### src/rtl/uart_cmd_ctrl.sv
// UART command controller: A5 + challenge bytes -> one PUF run -> 5A header and response bytes, else an error byte.
// Replies start one cycle after the decision; transmit holds each byte until the UART's tx_busy handshake completes.
module uart_cmd_ctrl #(
  parameter int DATA_BITS      = 8,
  parameter int CHAL_BYTES     = 8,
  parameter int RESP_BYTES     = 4,
  parameter int TIMEOUT_CYCLES = 5_000_000
) (
  input  logic                             clk,
  input  logic                             areset,
  input  logic                             rx_valid,
  input  logic [DATA_BITS-1:0]             data_in,
  output logic                             rx_enable,
  output logic [DATA_BITS-1:0]             data_out,
  output logic                             tx_enable,
  input  logic                             tx_busy,
  output logic [CHAL_BYTES*DATA_BITS-1:0]  challenge,
  output logic                             puf_start,
  input  logic                             puf_done,
  input  logic [RESP_BYTES*DATA_BITS-1:0]  response,
  output logic                             busy
);

  localparam int MAX_BYTES = (CHAL_BYTES > RESP_BYTES + 1) ? CHAL_BYTES : RESP_BYTES + 1;
  localparam int CW        = $clog2(MAX_BYTES + 1);
  localparam int TW        = $clog2(TIMEOUT_CYCLES + 1);

  localparam logic [DATA_BITS-1:0] CMD_CHAL = DATA_BITS'(8'hA5);
  localparam logic [DATA_BITS-1:0] RESP_HDR = DATA_BITS'(8'h5A);
  localparam logic [DATA_BITS-1:0] ERR_CMD  = DATA_BITS'(8'hEE);
  localparam logic [DATA_BITS-1:0] ERR_TMO  = DATA_BITS'(8'hEF);

  typedef enum logic [2:0] {
    IDLE,
    RX_CHAL,
    START,
    WAIT_PUF,
    TX_LOAD,
    TX_WAIT_HI,
    TX_WAIT_LO
  } state_e;

  state_e                          state_q, state_d;
  logic [CW-1:0]                   idx_q, idx_d;
  logic [CW-1:0]                   qptr_q, qptr_d;
  logic [CW-1:0]                   qlen_q, qlen_d;
  logic [TW-1:0]                   tmo_q, tmo_d;
  logic [DATA_BITS-1:0]            hdr_q, hdr_d;
  logic [RESP_BYTES*DATA_BITS-1:0] resp_q, resp_d;
  logic [CHAL_BYTES*DATA_BITS-1:0] chal_q, chal_d;
  logic [DATA_BITS-1:0]            dout_q, dout_d;
  logic                            txen_q, txen_d;

  logic [TW-1:0]        tmo_inc;
  logic                 tmo_hit;
  logic [DATA_BITS-1:0] cur_byte;
  int                   byte_sel;

  assign tmo_inc = (tmo_q == TW'(TIMEOUT_CYCLES)) ? tmo_q : tmo_q + TW'(1);
  assign tmo_hit = (tmo_q >= TW'(TIMEOUT_CYCLES - 1));

  // Queue slot 0 is the header/error byte; slots 1.. map to response bytes, LSB first.
  always_comb begin
    byte_sel = 0;
    cur_byte = hdr_q;
    if (qptr_q != '0) begin
      byte_sel = int'(qptr_q) - 1;
      cur_byte = resp_q[byte_sel*DATA_BITS +: DATA_BITS];
    end
  end

  always_ff @(posedge clk) begin
    if (areset) begin
      state_q <= IDLE;
      idx_q   <= '0;
      qptr_q  <= '0;
      qlen_q  <= '0;
      tmo_q   <= '0;
      hdr_q   <= '0;
      resp_q  <= '0;
      chal_q  <= '0;
      dout_q  <= '0;
      txen_q  <= 1'b0;
    end else begin
      state_q <= state_d;
      idx_q   <= idx_d;
      qptr_q  <= qptr_d;
      qlen_q  <= qlen_d;
      tmo_q   <= tmo_d;
      hdr_q   <= hdr_d;
      resp_q  <= resp_d;
      chal_q  <= chal_d;
      dout_q  <= dout_d;
      txen_q  <= txen_d;
    end
  end

  always_comb begin
    state_d = state_q;
    idx_d   = idx_q;
    qptr_d  = qptr_q;
    qlen_d  = qlen_q;
    tmo_d   = tmo_q;
    hdr_d   = hdr_q;
    resp_d  = resp_q;
    chal_d  = chal_q;
    dout_d  = dout_q;
    txen_d  = 1'b0;
    case (state_q)
      IDLE: begin
        if (rx_valid) begin
          if (data_in == CMD_CHAL) begin
            state_d = RX_CHAL;
            idx_d   = '0;
            tmo_d   = '0;
          end else begin
            hdr_d   = ERR_CMD;
            qlen_d  = CW'(1);
            qptr_d  = '0;
            state_d = TX_LOAD;
          end
        end
      end
      RX_CHAL: begin
        if (rx_valid) begin
          chal_d[int'(idx_q)*DATA_BITS +: DATA_BITS] = data_in;
          idx_d = idx_q + CW'(1);
          tmo_d = '0;
          if (idx_q == CW'(CHAL_BYTES - 1)) state_d = START;
        end else begin
          tmo_d = tmo_inc;
          if (tmo_hit) state_d = IDLE;
        end
      end
      START: begin
        state_d = WAIT_PUF;
        tmo_d   = '0;
      end
      WAIT_PUF: begin
        if (puf_done) begin
          resp_d  = response;
          hdr_d   = RESP_HDR;
          qlen_d  = CW'(RESP_BYTES + 1);
          qptr_d  = '0;
          state_d = TX_LOAD;
        end else if (tmo_hit) begin
          tmo_d   = tmo_inc;
          hdr_d   = ERR_TMO;
          qlen_d  = CW'(1);
          qptr_d  = '0;
          state_d = TX_LOAD;
        end else begin
          tmo_d = tmo_inc;
        end
      end
      TX_LOAD: begin
        if (!tx_busy) begin
          dout_d  = cur_byte;
          txen_d  = 1'b1;
          state_d = TX_WAIT_HI;
        end
      end
      TX_WAIT_HI: begin
        if (tx_busy) state_d = TX_WAIT_LO;
      end
      TX_WAIT_LO: begin
        if (!tx_busy) begin
          if (qptr_q == qlen_q - CW'(1)) begin
            qptr_d  = '0;
            state_d = IDLE;
          end else begin
            qptr_d  = qptr_q + CW'(1);
            state_d = TX_LOAD;
          end
        end
      end
      default: state_d = IDLE;
    endcase
  end

  always_comb begin
    rx_enable = (state_q == IDLE) || (state_q == RX_CHAL);
    busy      = (state_q != IDLE);
    puf_start = (state_q == START);
  end

  assign tx_enable = txen_q;
  assign data_out  = dout_q;
  assign challenge = chal_q;

endmodule

### config.mk
export PLATFORM = sky130hd
export DESIGN_NAME = uart_cmd_ctrl
export DESIGN_NICKNAME = d
export VERILOG_FILES = /design/src/rtl/uart_cmd_ctrl.sv
export SDC_FILE = /design/constraint.sdc
export NUM_CORES = 1
export LEC_CHECK = 0
export CORE_MARGIN = 5
export CORE_UTILIZATION = 57
export DETAILED_ROUTE_END_ITERATION = 10
export PLACE_DENSITY = 0.95
export SLEW_MARGIN = 20
export SYNTH_ARGS = -nofsm -noshare
export SYNTH_HDL_FRONTEND = slang
export SYNTH_SLANG_ARGS = --single-unit
### constraint.sdc
create_clock -name clk -period 5.51 [get_ports clk]
set_clock_uncertainty 0.1 [all_clocks]
set_input_delay 0.8265 -clock clk [delete_from_list [all_inputs] [get_ports clk]]
set_output_delay 0.8265 -clock clk [all_outputs]
set_load 0.05 [all_outputs]
==> impl_metrics.json, run 1 <==
{
  "worstPathRequired_ns": 5.77,
  "async_flop_share": 0,
  "hold_path_class": "register to register",
  "final_antenna_net_count": 0,
  "fin_crit_sh": 0.6167,
  "drive_gt1_frac": 0.06645,
  "fp.dieW_um": 118.4,
  "grt_antenna_before_repair": 0,
  "cts_root_buf": "clkbuf_16",
  "grt_util_met3": 0.06017,
  "startpoint_type": "input pin",
  "drv_cap": 0,
  "finalPower_mw": 3.097,
  "synth_seq_cells": 143,
  "period_needed_ns": 3.398,
  "yosys.area.top_type": "dfxtp_1",
  "synthTopCellsByArea": "dfxtp_1 43%, a21oi_1 9.6%, nand2_1 7.2%",
  "wirelength_um": 18670,
  "synth_top_family_by_area": "simple AND/OR/NAND/NOR gates",
  "final.setup.tns_ns": 0,
  "cts_max_level": 4,
  "remaining_drc_errors": 0,
  "gp_congestion": 0.8808,
  "grt-busiest-layer": "met2",
  "avgSynthCellArea_um2": 7.996,
  "io_buffers": 120,
  "grt_pass1_wl_um": 30040,
  "synth-xor-area-share": 0.005235,
  "critPathMaxFanout": 17,
  "synth_compound_gate_area_share": 0.1694,
  "synth-simple-area-share": 0.2829,
  "finalSetupViolCount": 0,
  "clkSinkCount": 143,
  "vias_per_cell": 6.123,
  "syn_nets": 893,
  "muxShareOfSynthArea": 0.04805,
  "drt-wirelength-per-cell_um": 17.35,
  "clockBufferDepth": 2,
  "diodes": 0,
  "grt_max_degree": 63,
  "numCtsBuffers": 17,
  "critPathArrivalTime_ns": 3.66,
  "use_met1": 0.3076,
  "start_util": 0.5836,
  "p_leak_nw": 2.748,
  "slew_viol_final": 0,
  "path_class": "input pin to register",
  "dr.first_iter.drc_count": 769,
  "ys_types": 65,
  "die-height_um": 118.4,
  "netlist_instances": 837,
  "ys_warn_count": 0,
  "status": "finished, final reports clean",
  "seq_area_frac_synth": 0.4277,
  "worstMarginPinSlew_ns": 0.9864,
  "firstDrtPassIters": 6,
  "cts_resized": 0,
  "postCtsSetupRepairBufs": 0,
  "synth_fa_ha_area_frac": 0.02056,
  "num_vias": 6588,
  "relSlewSlack": 0.3254,
  "core_area_um2": 11470,
  "rsz0062_at_grt": "false",
  "fmax_ghz": 0.2943,
  "p_per_area_nw_per_um2": 363.3,
  "grt_pass1_vias": 6105,
  "clock_latency_ns": 0.43,
  "grt_use_total": 0.2598,
  "grt_overflow_total": 0,
  "hold_buffers": 0,
  "syn_to_final_growth_pct": 27.37,
  "dieArea_um2": 14010,
  "syn-cell-area_um2": 6693,
  "hpwl_um": 12400,
  "ioPinCount": 121,
  "synth-edff-count": 0,
  "row_count": 39,
  "cp-end-kind": "register",
  "peakVddDrop_uv": 351.0,
  "ys.flop_type": "dfxtp_1",
  "use_met2": 0.4402,
  "hold_viol": 0,
  "nNetsFinal": 976,
  "cts_tree": "built",
  "yosys.area.top_type_share": 0.4277,
  "clkSlewWorstSetupHoldPaths_ns": 0.06
}
path summary, 6_finish.rpt:
path | start | end | slack, ns | cells after the start
worst max-delay path | data_in[3] | tmo_q[13] | 2.11 | 8
worst min-delay path | challenge[22] | challenge[22] | 0.35 | 2
worst max register to register | idx_q[0] | challenge[6] | 2.18 | 7
worst min register to register | challenge[22] | challenge[22] | 0.35 | 2
power by group:
group / switching, mW / internal, mW / leakage (nW)
logic: 0.461 / 0.255 / 1.30
clock network: 0.461 / 0.760 / 0.299
registers: 0.0783 / 1.08 / 1.15
total: 1.00 / 2.10 / 2.75
layout make-up:
| type | count | area, um2 |
|---|---|---|
| multi-input combinational | 614 | 3535 |
| timing repair buffer | 128 | 1270 |
| sequential | 143 | 2863 |
| clock inverter | 13 | 185.2 |
| inverter | 16 | 60.06 |
| fill | 805 | 2943 |
| clock buffer | 19 | 432.9 |
| tap | 143 | 178.9 |
registers in the layout, summed over array words and instances (netlist names):
name	count
resp_q	32
data_out	8
tmo_q	23
challenge	64
idx_q	4
qptr_q	4
tx_enable	1
hdr_q	4
state_q	3
synthesized netlist by cell type (5+ instances only):
library cell	count
mux2i_1	13
nand2b_1	15
ha_1	11
nor3_1	18
nand2_1	129
or4_1	16
nor4_1	5
inv_1	16
mux4_2	8
o21ai_0	14
dfxtp_1	143
a21oi_1	128
nor2_1	76
buf_1	5
nand3b_1	5
o31ai_1	13
nand4_1	23
nand3_1	65
clkbuf_1	54
routing by layer:
metal / wire length [um] / part of all wire
met3: 1382 / 0.074
met1: 7280 / 0.39
met4: 749 / 0.040
met2: 9257 / 0.50
met5: 0 / 0
stage by stage:
step / setup slack (ns) / cells / instance area, um2 / utilization / hold WS, ns
3_3_place_gp: 1.443 / 1042 / 7871 / 0.6864 / 0.3391
4_1_cts: 1.744 / 1074 / 8489 / 0.7403 / 0.3539
6_report: 2.112 / 1076 / 8524 / 0.7434 / 0.3535
5_1_grt: 1.910 / 1076 / 8524 / 0.7434 / 0.3669
2_1_floorplan: 2.453 / 837 / 6693 / - / 0.3331
3_5_place_dp: 1.340 / 1042 / 7871 / 0.6864 / 0.3455
logic make-up after synthesis:
| family | after synthesis |
|---|---|
| and+or+nand+nor | 385 |
| AOI/OAI and AO/OA | 192 |
| DFF | 143 |
| buffers and inverters | 80 |
| muxes | 22 |
| adders and majority gates | 11 |
| xor gates and xnor gates | 4 |
worst max-delay path, stage by stage:
cell and delay (ns):
clkdlybuf4s50_1 0.61, and4bb_2 0.46, a31o_2 0.20, nand3b_1 0.40
buf_6 0.32, buf_4 0.18, or4_1 0.51, a21oi_1 0.15
cells in the final DEF, fill, tap and decap left out, types with 3 or more instances in the layout:
cell type / netlist / layout
a211oi_1: 3 / 3
a21oi_1: 128 / 128
a22oi_1: 3 / 3
and3_1: 4 / 4
and4_1: 4 / 4
buf_4: 1 / 7
bufinv_16: 0 / 4
clkbuf_16: 0 / 17
clkdlybuf4s50_1: 0 / 119
clkinv_2: 0 / 3
dfxtp_1: 143 / 143
ha_1: 11 / 11
inv_1: 16 / 16
inv_6: 0 / 4
mux2i_1: 13 / 13
mux4_2: 8 / 8
nand2_1: 129 / 129
nand2b_1: 15 / 15
nand3_1: 65 / 65
nand3b_1: 5 / 5
nand4_1: 23 / 23
nor2_1: 76 / 76
nor3_1: 18 / 16
nor3b_1: 3 / 3
nor4_1: 5 / 5
nor4b_1: 3 / 3
o211ai_1: 3 / 3
o21a_1: 4 / 4
o21ai_0: 14 / 14
o31ai_1: 13 / 13
or4_1: 16 / 16
Note: power is estimated with default switching activity, not from simulation.
==> run 2, diff against run 1 <==
CORE_UTILIZATION = 48   (was 57)
PLACE_DENSITY = 0.87   (was 0.95)
clock period = 2.8 ns   (was 5.51 ns; I/O delays follow)
==> run 2 against run 1 <==
Effect of this change: die area rose by 17%; largest power group is now sequential cells; critical path depth stayed put; critical endpoint is now challenge[5]; register-to-register slack got worse by 1.9 ns; clock-buffer cell count down 1; clock power grew 80%; via count is 1.4% lower; highest routed layer unchanged.
==> impl_metrics.json, run 2 (synthesis results as in run 1) <==
{
  "use_met2": 0.3681,
  "grt_use_total": 0.2146,
  "largest_register_ffs": 64,
  "status": "finished, final reports clean",
  "startpoint_type": "register",
  "hpwl_um": 12530,
  "firstDrtPassIters": 5,
  "drv_cap": 0,
  "grt_pass1_wl_um": 28610,
  "remaining_drc_errors": 0,
  "hold_viol": 0,
  "drt-wirelength-per-cell_um": 15.68,
  "critPathMaxFanout": 10,
  "die-height_um": 128.1,
  "rsz0062_at_grt": "false",
  "slew_viol_final": 0,
  "worstReg2RegStart": "idx_q[0]",
  "clock_latency_ns": 0.42,
  "final.setup.tns_ns": 0,
  "grt_antenna_before_repair": 0,
  "core_area_um2": 13770,
  "postCtsSetupRepairBufs": 0,
  "cts_resized": 0,
  "grt-busiest-layer": "met2",
  "worstPathRequired_ns": 2.99,
  "row_count": 43,
  "clkSinkCount": 143,
  "path_class": "register to register",
  "cpMostUsedCell": "buf_4",
  "use_met1": 0.2704,
  "cp_cell_sequence": "buf_4, nor3_1, ha_1, or3_4, a2111oi_4, buf_4, mux2i_1, nor2_1",
  "hold_path_class": "input pin to register",
  "fin_crit_sh": 0.9122,
  "vias_per_cell": 5.716,
  "cp-end-kind": "register",
  "dp_cells": 1107,
  "final_antenna_net_count": 0,
  "layout_common_cells": "140 x dfxtp_1, 129 x nand2_1, 128 x a21oi_1",
  "cp_top_family": "simple AND/OR/NAND/NOR gates",
  "slowest_stage": "or3_4",
  "cts_root_buf": "clkbuf_16",
  "dr.first_iter.drc_count": 671,
  "num_vias": 6499,
  "grt_pass1_vias": 5774,
  "dieArea_um2": 16400,
  "grt_max_degree": 87,
  "grt_util_met3": 0.05208,
  "io_buffers": 120,
  "critPathArrivalTime_ns": 2.75,
  "cts_tree": "built",
  "fmax_ghz": 0.3915,
  "numCtsBuffers": 17,
  "wirelength_um": 17830,
  "gp_congestion": 0.8791,
  "final_common_cell": "dfxtp_1",
  "hold_start": "areset",
  "grt_overflow_total": 0,
  "drive_gt1_frac": 0.09404,
  "peakVddDrop_uv": 473.1,
  "diodes": 0,
  "finalSetupViolCount": 0,
  "ioPinCount": 121,
  "p_leak_nw": 2.854,
  "p_per_area_nw_per_um2": 682.3,
  "clockBufferDepth": 2,
  "clkSlewWorstSetupHoldPaths_ns": 0.06,
  "syn_to_final_growth_pct": 30.36,
  "crit_path_max_incr_delay_ns": 0.44,
  "relSlewSlack": 0.5484,
  "start_util": 0.4859,
  "fp.dieW_um": 128.1,
  "finalNonFillerCells": 1137,
  "startpoint": "idx_q[0]",
  "hold_buffers": 0,
  "period_needed_ns": 2.554,
  "cts_max_level": 4,
  "nNetsFinal": 1002,
  "worstMarginPinSlew_ns": 0.6744,
  "crit_buf_inv": 2
}
run 2: changes by cell type in the layout (fill, tap and decap cells not counted), moves of 2 or more:
cell / delta
inv_6: -2
dfxtp_1: -3
clkinvlp_4: +2
buf_12: +2
clkinv_4: +3
dfxtp_2: +3
clkinv_2: -2
buf_4: +27
bufinv_16: -2
run 2: final cells by class:
| cell class | count | area (um2) |
|---|---|---|
| clock inverter | 12 | 138.9 |
| sequential | 143 | 2867 |
| multi-input combinational | 614 | 3528 |
| clock buffer | 18 | 429.2 |
| fill | 1173 | 5049 |
| tap | 180 | 225.2 |
| timing repair buffer | 154 | 1476 |
| inverter | 16 | 60.06 |
run 2: per-layer routing:
| metal | vias to the layer above | part of all wire |
|---|---|---|
| met5 | - | 0 |
| met4 | 0 | 0.021 |
| met3 | 33 | 0.068 |
| met2 | 260 | 0.50 |
| met1 | 3016 | 0.42 |
| li1 | 3190 | - |
run 2: report_power, final:
group | internal, mW | switching [mW] | total [mW] | leakage [nW]
clock | 1.31 | 0.881 | 2.19 | 0.265
sequential | 2.13 | 0.130 | 2.26 | 1.15
combinational | 0.576 | 0.929 | 1.50 | 1.43
run 2: path summary, 6_finish.rpt:
| check | end | slack, ns | depth (start not counted) |
|---|---|---|---|
| worst max-delay path | challenge[5] | 0.25 | 8 |
| worst min-delay path | resp_q[24] | 0.31 | 2 |
| worst max register to register | challenge[5] | 0.25 | 8 |
| worst min register to register | resp_q[24] | 0.35 | 2 |
run 2: stage by stage:
step / hold WS [ns] / cell area, um2 / power [mW] / setup WS, ns / utilization
2_1_floorplan: 0.3331 / 6695 / 3.283 / 0.001001 / -
3_3_place_gp: 0.3394 / 8150 / 3.769 / 0.1539 / 0.5918
3_5_place_dp: 0.3456 / 8150 / 3.793 / 0.04076 / 0.5918
4_1_cts: 0.2990 / 8718 / 5.974 / 0.03136 / 0.6330
5_1_grt: 0.3085 / 8725 / 6.212 / 0.04354 / 0.6334
6_report: 0.3063 / 8725 / 5.953 / 0.2457 / 0.6334
